$ cat src/rtl/reg_file_read_control.sv
// reg_file_read_control: resolves f into an effective file address, reads GPR RAM or a special register, forwards Q4 writes, and presents a registered operand with a valid pulse
module reg_file_read_control #(
  parameter int DATA_WIDTH = 8,
  parameter int ADDR_WIDTH = 7
) (
  input  logic                  clk,
  input  logic                  rst_n,
  input  logic                  i_cycleStart,
  input  logic [4:0]            i_fileAddrIn,
  input  logic [DATA_WIDTH-1:0] i_fsrIn,
  input  logic [DATA_WIDTH-1:0] i_statusIn,
  input  logic [DATA_WIDTH-1:0] i_tmr0In,
  input  logic [DATA_WIDTH-1:0] i_pclIn,
  input  logic [DATA_WIDTH-1:0] i_portAIn,
  input  logic [DATA_WIDTH-1:0] i_portBIn,
  input  logic [DATA_WIDTH-1:0] i_portCIn,
  input  logic [DATA_WIDTH-1:0] i_gprRdData,
  input  logic                  i_fwdWriteEn,
  input  logic [ADDR_WIDTH-1:0] i_fwdWriteAddr,
  input  logic [DATA_WIDTH-1:0] i_fwdWriteData,
  output logic                  o_gprRdEn,
  output logic [ADDR_WIDTH-1:0] o_gprRdAddr,
  output logic [DATA_WIDTH-1:0] o_operandOut,
  output logic                  o_operandValid,
  output logic                  o_busy
);
  localparam logic [2:0] S_IDLE    = 3'd0;
  localparam logic [2:0] S_DECODE  = 3'd1;
  localparam logic [2:0] S_READ    = 3'd2;
  localparam logic [2:0] S_CAPTURE = 3'd3;
  localparam logic [2:0] S_DONE    = 3'd4;
  logic [2:0]            r_state;
  logic [4:0]            r_f;
  logic [ADDR_WIDTH-1:0] r_eff;
  logic                  r_gpr;
  logic [DATA_WIDTH-1:0] r_hold;
  logic                  r_fwd_hit;
  logic [DATA_WIDTH-1:0] r_fwd_data;
  logic [4:0]            w_raw;
  logic [ADDR_WIDTH-1:0] w_eff;
  logic                  w_gpr;
  logic                  w_fwd;
  logic [DATA_WIDTH-1:0] w_spec;
  // f==0 is INDF: the address comes from FSR; only 10h-1Fh see the bank bits
  assign w_raw  = (r_f == 5'd0) ? i_fsrIn[4:0] : r_f;
  assign w_eff  = w_raw[4] ? ADDR_WIDTH'({i_fsrIn[6:5], w_raw}) : ADDR_WIDTH'(w_raw);
  assign w_gpr  = w_eff[4] | w_eff[3];
  assign w_fwd  = i_fwdWriteEn && (i_fwdWriteAddr == r_eff) && r_gpr;
  assign o_busy = (r_state != S_IDLE);
  always_comb begin
    w_spec = '0;
    case (r_eff[2:0])
      3'd1:    w_spec = i_tmr0In;
      3'd2:    w_spec = i_pclIn;
      3'd3:    w_spec = i_statusIn;
      3'd4:    w_spec = i_fsrIn;
      3'd5:    w_spec = i_portAIn;
      3'd6:    w_spec = i_portBIn;
      3'd7:    w_spec = i_portCIn;
      default: w_spec = '0;
    endcase
  end
  always_ff @(posedge clk or negedge rst_n) begin
    if (!rst_n) begin
      r_state        <= S_IDLE;
      r_f            <= '0;
      r_eff          <= '0;
      r_gpr          <= 1'b0;
      r_hold         <= '0;
      r_fwd_hit      <= 1'b0;
      r_fwd_data     <= '0;
      o_gprRdEn      <= 1'b0;
      o_gprRdAddr    <= '0;
      o_operandOut   <= '0;
      o_operandValid <= 1'b0;
    end else begin
      o_gprRdEn      <= 1'b0;
      o_operandValid <= 1'b0;
      case (r_state)
        S_IDLE: if (i_cycleStart) begin
          r_f     <= i_fileAddrIn;
          r_state <= S_DECODE;
        end
        S_DECODE: begin
          r_eff     <= w_eff;
          r_gpr     <= w_gpr;
          r_fwd_hit <= 1'b0;
          o_gprRdEn <= w_gpr;
          if (w_gpr) o_gprRdAddr <= w_eff;
          r_state   <= S_READ;
        end
        S_READ: begin
          r_hold <= w_spec;
          if (w_fwd) begin
            r_fwd_hit  <= 1'b1;
            r_fwd_data <= i_fwdWriteData;
          end
          r_state <= S_CAPTURE;
        end
        S_CAPTURE: begin
          // a write seen now is newer than one seen in READ, which is newer than the RAM data
          o_operandOut   <= w_fwd ? i_fwdWriteData : r_fwd_hit ? r_fwd_data : r_gpr ? i_gprRdData : r_hold;
          o_operandValid <= 1'b1;
          r_state        <= S_DONE;
        end
        S_DONE:  r_state <= S_IDLE;
        default: r_state <= S_IDLE;
      endcase
    end
  end
endmodule
$ cat config.mk
export PLATFORM = sky130hd
export DESIGN_NAME = reg_file_read_control
export DESIGN_NICKNAME = d
export VERILOG_FILES = /design/src/rtl/reg_file_read_control.sv
export SDC_FILE = /design/constraint.sdc
export NUM_CORES = 1
export LEC_CHECK = 0
export CORE_MARGIN = 4
export CORE_UTILIZATION = 48
export CTS_CLUSTER_SIZE = 10
export DETAILED_ROUTE_END_ITERATION = 10
export HOLD_SLACK_MARGIN = 0.1
export PLACE_DENSITY = 0.85
export SYNTH_ARGS = -nofsm -noshare
export SYNTH_HDL_FRONTEND = slang
export SYNTH_SLANG_ARGS = --single-unit
$ cat constraint.sdc
create_clock -name clk -period 4.05 [get_ports clk]
set_input_delay 1.215 -clock clk [delete_from_list [all_inputs] [get_ports clk]]
set_output_delay 1.215 -clock clk [all_outputs]
set_load 0.05 [all_outputs]
Yosys cells after proc, flatten, opt, wreduce, memory -nomap -nowiden:

Cells that the tools add are included.
Widths: inputs -> output; s select.

* flip-flop bits (word level): 50
* bits of input ports: 88
* output and inout bits: 18
* word-level logic and storage cells: 47

* eq/ne operators: 13
* multiplexer cells: 12
* bitwise operators: 1
* reductions and logical operators: 10

Operators with widths (count)
* $pmux 8 s7: 1
* $mux 8: 3
* $eq 3x2->1 const B: 4
* $eq 3x3->1 const B: 4
* $pmux 3 s4: 1
* $reduce_and 2->1: 4
* $eq 7x7->1: 1
* $mux 7: 1
* $eq 3x1->1 const B: 2
* $logic_not 5->1: 1
* $mux 5: 1
* $ne 2x2->1 const B: 2
* $logic_not 3->1: 1
* $mux 1: 3
* $mux 3: 1
* $reduce_bool 3->1: 1
* $logic_and 1x1->1: 2
* $pmux 1 s2: 1
* $reduce_bool 2->1: 1
* $or 1x1->1: 1

Logic depth before layout (Yosys ltp):

* depth after elaboration: 5
* mapped depth: 7
* depth with buffers taken out: 4

Least setup slack after synthesis:

Ideal clock, no wire load.

* path type: input port to flip-flop
* start: in i_fwdWriteAddr[4]
* end: reg r_fwd_data[0]
* library setup time: 0.125 ns
* arrival: 2.755 ns
* required time: 3.925 ns
* setup slack: 1.170 ns
* stages: 6
* buffers on the path: 2
* cell sequence: xor2_1 or4_1 buf_2 or3_1 buf_6 mux2_4

* word-level cells in the longest chain between the ends: 4

RTL lines
* start: declaration: line 19 `input logic [ADDR_WIDTH-1:0] i_fwdWriteAddr,`
* $eq 7x7->1: line 48 `assign w_fwd = i_fwdWriteEn && (i_fwdWriteAddr == r_eff) && r_gpr;`
* $logic_and 1x1->1 (2 in a row): line 48
* $reduce_and 2->1 (no line)
* end signal: assignment: line 96 `r_fwd_data <= i_fwdWriteData;`
* end: declaration: line 38 `logic [DATA_WIDTH-1:0] r_fwd_data;`

Every way passes these cells.
A chain may end at the register's enable or synchronous reset.

Worst setup path in the final report:

* start: in i_fwdWriteAddr[4]
* end: reg r_fwd_data[4]

Same word-level chain as after synthesis.

==> out/metrics.csv <==
metric;value;unit
unrepaired setup endpoints after global routing;no;
ANT cells;0;
Mapped Area;2780;sq um
largest net degree at the start of global routing;51;
# fillers;447;
EDFF count, synth;0;
Final WS setup;0.793;ns
r2r setup slk;1.22;ns
Reg2Reg Depth;4;
DR pass1 iterations;4;
top cells by count, synth;dfrtp_1 (50), nand2_1 (46), o21ai_0 (25);
H-tree depth;2;
initial antenna violation count;0;
CP max stage cell;or4_1;
fin. max-slew vios;0;
crit path cell chain;clkdlybuf4s50_1, xor2_1, or4_1, or3_1, mux2_4;
CP Data Required Time;4.23;ns
Critical R2R Launch;r_eff[2];
die area;7080;sq um
post-CTS setup buffers;0;
share of the synthesized area in the top cell type;0.450;
kind of critical path;in -> reg;
Max Freq;307;MHz
Clk Latency, worst-skew pair;0.29;ns
crit path time final;3.26;ns
Slew @ Worst Pin;1.08;ns
FF/Latch Area;1250;sq um
synthesis-stage register bit count;50;
Multi-input gate area;1410;sq um
Routed Antenna Nets;0;
Area Growth Syn to Fin;41.3;%
GRT Util Overall;0.206;
synthesized area per cell;10.0;sq um
most common cell in the netlist;dfrtp_1;
Top delay family on crit path;simple AND/OR/NAND/NOR gates;
HPWL Detailed;5.73;mm
worst hold path type;reg -> reg;
clk root buf;clkbuf_8;
DR iter-0 viols;57;
FP Rows;27;
PortBufs;105;
total wire length;7.22;mm
final core occ;0.705;
Initial Util;0.499;
yosys warns;0;
fraction of registers with async set/reset;1.00;
hold buffer count at CTS;0;
status;finished clean;
Synth Flop Type;dfrtp_1;
clock net sink count;50;
Fin. Hold Viols;0;
hold worst-path end;r_hold[6];
register area share after synthesis;0.450;
post-cts sizing count;0;
die width;84.1;microns
via count;2425;
total congestion overflow;0;
Synth Net Count;366;
Placer Congestion;0.839;
share of post-route cells with drive strength above 1;0.0860;
count of max-cap constraint violations;0;
PD cells;654;nW/um^2
IO Count;106;
first-pass GRT wire length;11.7;mm
Crit. End Element;register;
worst rel slew slack;0.279;
Synth Instances;278;
DRC;0;
CP Launch Type;primary input;
Final #Nets;461;
CP arrival;3.44;ns
CORE AREA;5570;sq um
dpl ws;0.480;ns
Final Setup Violations;0;
Clock Pin Slew Worst Setup and Hold Paths;0.08;ns
worst path buffer plus inverter count;1;
CTS tree;yes;
total negative slack;0;ns
P_leak;1.67;nW
via density per instance;5.46;
Reg2Reg Capture Point;r_fwd_data[4];
peak supply drop;435;uV
Max FO, Critical Path;10;
clk_skew;0.00433;ns
max incr delay on CP;0.69;ns
area leader, netlist;dfrtp_1;
vias in the first global route;2512;
Synth area leaders;dfrtp_1 (45%), mux2i_1 (7.2%), nand2_1 (6.2%);
Hold Worst Slack;0.484;ns
Max clock buf depth;2;
Final period util;0.804;
Yosys cell types;40;
CTS buffer count;5;
hold path cells;2;
WL/cell;16.3;microns
DIE HEIGHT;84.1;microns
Hold Startpoint;r_hold[6];
metrics by stage:
step	power, W	instances	instance area, sq um
after floorplan	0.00186	278	2780
after global placement	0.00226	438	3850
after detailed placement	0.00231	438	3850
after CTS	0.00259	444	3930
after global routing	0.00275	444	3930
final	0.00257	444	3930
layout make-up:
class / instances / area share
Tap cell: 72 / 0.0229
Inverter: 8 / 0.00764
Sequential cell: 50 / 0.318
Clock buffer: 6 / 0.0210
Multi-Input combinational cell: 200 / 0.358
Timing Repair Buffer: 108 / 0.272
power breakdown:
group          internal, W  total (W)  switching, W
logic             0.000609    0.00142      0.000812
registers         0.000693   0.000870      0.000178
clock network     0.000132   0.000280      0.000148
cells in the final DEF (no fill, tap or decap), types with 2 or more instances in the layout:
cell type and count:
o21ai_0 25, xnor2_1 4, nor2_1 8, xor2_1 3, mux2i_1 20, a21oi_1 12
mux2_2 8, nand3b_1 5, a21o_1 2, o2bb2ai_1 2, mux2_4 8, clkbuf_8 6
nand2_1 46, mux4_2 4, a211oi_1 5, nor2b_1 3, nor3_1 2, buf_4 3
o211ai_1 16, or3_1 2, nand4_1 2, a22o_1 7, inv_1 7, and2_1 2
a31oi_1 3, clkdlybuf4s50_1 104, dfrtp_1 50
metal layers:
| layer | global-route usage | wire length (microns) | vias up | part of all wire |
|---|---|---|---|---|
| li1 | - | - | 1186 | - |
| met1 | 0.250 | 3020 | 1144 | 0.42 |
| met2 | 0.359 | 3550 | 91 | 0.49 |
| met3 | 0.0691 | 600 | 4 | 0.083 |
| met4 | 0.0380 | 51 | 0 | 0.0071 |
| met5 | 0 | 0 | - | 0 |
registers in the layout (all words and copies together), names as in the netlist:
signal,cells
o_operandOut,8
r_fwd_data,8
r_hold,8
o_gprRdAddr,7
r_eff,7
r_f,5
r_state,3
o_gprRdEn,1
o_operandValid,1
r_fwd_hit,1
r_gpr,1
worst max-delay path by stage:
stage | from | to | depth (start not counted)
3_5_place_dp | i_fwdWriteAddr[4] | r_fwd_data[5] | 5
2_1_floorplan | i_fwdWriteAddr[4] | r_fwd_data[0] | 6
4_1_cts | i_fwdWriteAddr[4] | r_fwd_data[4] | 5
5_1_grt | i_fwdWriteAddr[4] | r_fwd_data[4] | 5
6_report | i_fwdWriteAddr[4] | r_fwd_data[4] | 5
3_3_place_gp | i_fwdWriteAddr[4] | r_fwd_data[3] | 5
worst register-to-register path, cell delays in order (launching register included):
cell     delay, ns
dfrtp_1       0.93
xor2_1        0.14
or4_1         0.67
or3_1         0.60
mux2_4        0.38
cell families after synthesis:
kind of cell    Yosys count  share of synthesized area
compound gates           77                      0.178
simple gates             76                      0.126
flops                    50                      0.450
mux                      40                      0.180
buf+inv                  28                     0.0441
xor+xnor                  7                     0.0220
No activity file was read; power rests on OpenSTA's default activity.
